File: src/rtl/alu_operand_stage.sv
// Registered ALU operand-select stage: forwarding, load-use stall,
// valid/ready handshake and a saturating stall counter.
module alu_operand_stage #(
  parameter int WIDTH  = 32,
  parameter int REG_AW = 5,
  parameter int CNT_W  = 16
) (
  input  logic              clk,
  input  logic              reset,
  input  logic              in_valid,
  output logic              in_ready,
  input  logic [WIDTH-1:0]  ReadData1,
  input  logic [WIDTH-1:0]  ReadData2,
  input  logic [WIDTH-1:0]  SignExtend,
  input  logic [4:0]        Shamt,
  input  logic [1:0]        ALUSrc,
  input  logic [REG_AW-1:0] RsAddr,
  input  logic [REG_AW-1:0] RtAddr,
  input  logic              ExMemRegWrite,
  input  logic              ExMemIsLoad,
  input  logic [REG_AW-1:0] ExMemRd,
  input  logic [WIDTH-1:0]  ExMemResult,
  input  logic              MemWbRegWrite,
  input  logic [REG_AW-1:0] MemWbRd,
  input  logic [WIDTH-1:0]  MemWbResult,
  output logic              out_valid,
  input  logic              out_ready,
  output logic [WIDTH-1:0]  ALU1,
  output logic [WIDTH-1:0]  ALU2,
  output logic [1:0]        FwdA,
  output logic [1:0]        FwdB,
  output logic              HazardStall,
  output logic [CNT_W-1:0]  StallCount
);

  logic             ex_a, wb_a, ex_b, wb_b, cap;
  logic [WIDTH-1:0] a_sel, b_sel, upper, shamt_ext;
  logic [1:0]       fa_sel, fb_sel;

  assign ex_a = ExMemRegWrite && (ExMemRd != '0)
              && (ExMemRd == RsAddr);
  assign wb_a = MemWbRegWrite && (MemWbRd != '0)
              && (MemWbRd == RsAddr);
  assign ex_b = ExMemRegWrite && (ExMemRd != '0)
              && (ExMemRd == RtAddr);
  assign wb_b = MemWbRegWrite && (MemWbRd != '0)
              && (MemWbRd == RtAddr);

  assign upper     = WIDTH'(SignExtend[15:0]) << (WIDTH - 16);
  assign shamt_ext = WIDTH'(Shamt);

  assign HazardStall = in_valid && ExMemIsLoad
                     && (ex_a || ((ALUSrc == 2'b00) && ex_b));
  assign in_ready = (!out_valid || out_ready) && !HazardStall;
  assign cap      = in_valid && in_ready;

  // EX/MEM wins over MEM/WB: it holds the younger result
  always_comb begin
    a_sel  = ReadData1;
    fa_sel = 2'b00;
    if (ex_a) begin
      a_sel  = ExMemResult;
      fa_sel = 2'b10;
    end else if (wb_a) begin
      a_sel  = MemWbResult;
      fa_sel = 2'b01;
    end
  end

  always_comb begin
    b_sel  = ReadData2;
    fb_sel = 2'b00;
    unique case (ALUSrc)
      2'b00: begin
        if (ex_b) begin
          b_sel  = ExMemResult;
          fb_sel = 2'b10;
        end else if (wb_b) begin
          b_sel  = MemWbResult;
          fb_sel = 2'b01;
        end
      end
      2'b01: b_sel = SignExtend;
      2'b10: b_sel = upper;
      2'b11: b_sel = shamt_ext;
    endcase
  end

  always_ff @(posedge clk) begin
    if (reset) begin
      out_valid <= 1'b0;
      ALU1      <= '0;
      ALU2      <= '0;
      FwdA      <= 2'b00;
      FwdB      <= 2'b00;
    end else if (cap) begin
      out_valid <= 1'b1;
      ALU1      <= a_sel;
      ALU2      <= b_sel;
      FwdA      <= fa_sel;
      FwdB      <= fb_sel;
    end else if (out_ready) begin
      out_valid <= 1'b0;
    end
  end

  always_ff @(posedge clk) begin
    if (reset)
      StallCount <= '0;
    else if (HazardStall && (StallCount != {CNT_W{1'b1}}))
      StallCount <= StallCount + 1'b1;
  end

endmodule

File: config.mk
export PLATFORM = sky130hd
export DESIGN_NAME = alu_operand_stage
export DESIGN_NICKNAME = d
export VERILOG_FILES = /design/src/rtl/alu_operand_stage.sv
export SDC_FILE = /design/constraint.sdc
export NUM_CORES = 1
export LEC_CHECK = 0
export BUFFER_PORTS_ARGS = -buffer_cell sky130_fd_sc_hd__buf_2
export CELL_PAD_IN_SITES_DETAIL_PLACEMENT = 0
export CELL_PAD_IN_SITES_GLOBAL_PLACEMENT = 1
export CORE_AREA = 2 2 132 134
export DETAILED_ROUTE_END_ITERATION = 12
export DIE_AREA = 0 0 134 136
export GPL_ROUTABILITY_DRIVEN = 0
export PLACE_DENSITY = 0.85
export SLEW_MARGIN = 20
export SYNTH_ARGS = -nofsm -noshare
export SYNTH_HDL_FRONTEND = slang
export SYNTH_SLANG_ARGS = --single-unit
File: constraint.sdc
create_clock -name clk -period 3.1 [get_ports clk]
set_input_delay 0.62 -clock clk [delete_from_list [all_inputs] [get_ports clk]]
set_output_delay 0.62 -clock clk [all_outputs]
set_load 0.01 [all_outputs]
==> reports/results.ini <==
[global_routing]
track_usage_pct=23.9
grt_pass1_vias=5797
grt-ovfl-total=0
grt_pass1_wl_um=33200
antenna_found_initial=1
grt_max_degree=56

[placement]
dp_slack_ps=299
io_buffers=280
detailed_place_hpwl_um=16500

[setup_path]
end_kind=primary output
cp.arrival_ps=2030
slowest_stage=or4_4
slowest_delay_ps=540
start_kind=primary input
worstPathMaxFanout=4
worstPathCellList=buf_2 > or4_4 > o21ai_2 > nor2_1 > o211ai_1 > and2_1 > buf_2
crit_top_cell=buf_2
r2r_setup_slack_ps=1120
required_ps=2480
crit_type=in2out

[cts]
clockBufferDepth=2
cts.clk_slew.worst_paths_ps=70
cts_max_level=3
cts.sinks=85
post_cts_buffers=0
cts_tree=yes
clk_latency_ps=350
cts_resized=0
cts_buffers=9
cts_hold_repair.buffers=0
ctsRootBufferMaster=clkbuf_16

[timing]
drv_slew=0
min_period_ps=2650
rsz0062_at_grt=no
period_share_pct=85.3
relSlewSlack_pct=48.6
hold_viol=0
finClkSkew_ps=6.54
fmax_ghz=0.378
fin_ws_ps=454
fin_tns_setup_ps=0
setup_viol=0
worst_slew_pin_slew_ps=769

[die]
coreArea_mm2=0.0169
die_w_um=134
initial_utilization_pct=31.3
num_rows=48
dieArea_mm2=0.0182
die_h_um=136
io_pins=281

[synthesis]
async_reset_ff_share_pct=0
avgSynthCellArea_um2=8.46
syn-instance-count=625
synth_top_flop_cell=dfxtp_1
synth_top_cell_by_area=dfxtp_1
ys_warn_count=0
yosysTopAreaCellShare_pct=32.2
synthTopCellsByArea=dfxtp_1 (32%), mux2_2 (8.5%), mux2i_1 (8.1%)
synth_cell_type_count=50
yosysSeqAreaShare_pct=32.2
synth_area_mm2=0.00529
synth_seq_cells=85
synth-edff-count=0
syn_nets=820

[cells_and_area]
multi_input_area_mm2=0.00328
regArea_mm2=0.00170
fin_util_pct=43.0
nets=1079
drive_gt1_share_pct=42.5
fill_cells=1749
area_growth_pct=37.2

[drt]
dr.first_iter.drc_count=419
drtPass1Iterations=5
drc=0
wl_um=22100
wl_per_cell_um=19.9
vias=5986
viasPerCell=5.37
ant_nets=0

[power_and_ir_drop]
p_per_area_mw_per_mm2=416
ir_drop_uv=265
power.leakage_nw=3.33

[hold_path]
hp-class=reg2reg

[flow_run]
max_cap_viol_count=0

[status]
status=finished clean

metrics by stage:
stage	cells	instance area (um^2)	hold slack, ps	total power [mW]
floorplan	625	5290	492	1.52
CTS	1113	7250	472	3.05
global placement	1098	6930	454	1.83
detailed placement	1098	6930	459	1.83
finish	1115	7250	469	3.02
global route	1114	7250	486	3.16
routing by layer:
layer	routed length [um]	GRT usage, %
met1	9900	31.2
met2	10300	38.9
met3	1400	5.52
met4	547	7.98
met5	0	0
path summary, 6_finish.rpt:
path,startpoint,to,cells past startpoint
setup / recovery,ExMemRd[1],in_ready,7
hold / removal,ALU1[14],ALU1[14],2
setup reg to reg,StallCount[0],StallCount[5],8
hold reg to reg,ALU1[14],ALU1[14],2
state kept, by name, summed over array words and instances (netlist names):
name,flops
ALU1,32
FwdA,2
out_valid,1
StallCount,16
FwdB,2
ALU2,32
area by class of cell:
class	count	share of cell area [%]
antenna	2	0.0690
sequential	85	23.5
inverter	15	0.776
clock buffer	9	3.11
tap	225	3.88
multi-input combinational	467	45.2
clock inverter	6	1.31
timing repair buffer	306	22.2
worst max-delay path: cells and delay by family:
| kind | cells | cell delay (ps) |
|---|---|---|
| compound gates | 2 | 350 |
| buf+inv | 2 | 240 |
| simple gates | 3 | 820 |
Yosys cell counts, types with 2 or more instances:
cell type	n
a21oi_1	40
a221oi_1	11
a22oi_1	16
a311oi_1	20
a31o_1	17
a31o_2	3
a32o_1	11
and2_1	3
and3_1	3
and4_1	2
buf_2	22
buf_4	3
buf_6	3
clkbuf_1	29
dfxtp_1	85
inv_1	14
mux2_2	40
mux2i_1	43
nand2_1	88
nand3_1	13
nand4_1	5
nor2_1	7
nor2b_1	5
nor3_1	11
nor3_2	2
nor3b_1	2
o21a_1	2
o21ai_0	29
o21ai_2	2
o22ai_1	32
o31ai_1	11
or3_1	3
or4_1	13
xnor2_1	16
xor2_1	4
cell usage in the layout, fill, tap and decap left out, types with 5 or more instances in the layout:
cell type	n
buf_2	280
nand2_1	87
dfxtp_1	85
mux2i_1	43
mux2_2	40
a21oi_1	40
o22ai_1	32
o21ai_0	29
buf_4	25
a311oi_1	20
a31o_1	17
xnor2_1	16
a22oi_1	16
inv_1	14
or4_1	13
nand3_1	12
nor3_1	11
a221oi_1	11
a32o_1	11
o31ai_1	11
clkbuf_16	9
nor2_1	6
nor2b_1	5
nand4_1	5
where the power goes:
part | internal (mW) | total [mW] | switching [mW]
Clock | 0.711 | 1.21 | 0.502
Combinational | 0.284 | 0.625 | 0.341
Sequential | 1.15 | 1.18 | 0.0297
Total | 2.15 | 3.02 | 0.873
cells by family after synthesis:
family / Yosys count / share of synthesized area [%]
buffers and inverters: 73 / 6.34
AND/OR/NAND/NOR: 165 / 15.3
AO/OA/AOI/OAI: 198 / 25.9
flip-flops: 85 / 32.2
XOR/XNOR: 20 / 3.31
multiplexers: 83 / 16.7
adder cells (fa/ha/maj): 1 / 0.237
Note: power is estimated with default switching activity, not from simulation.
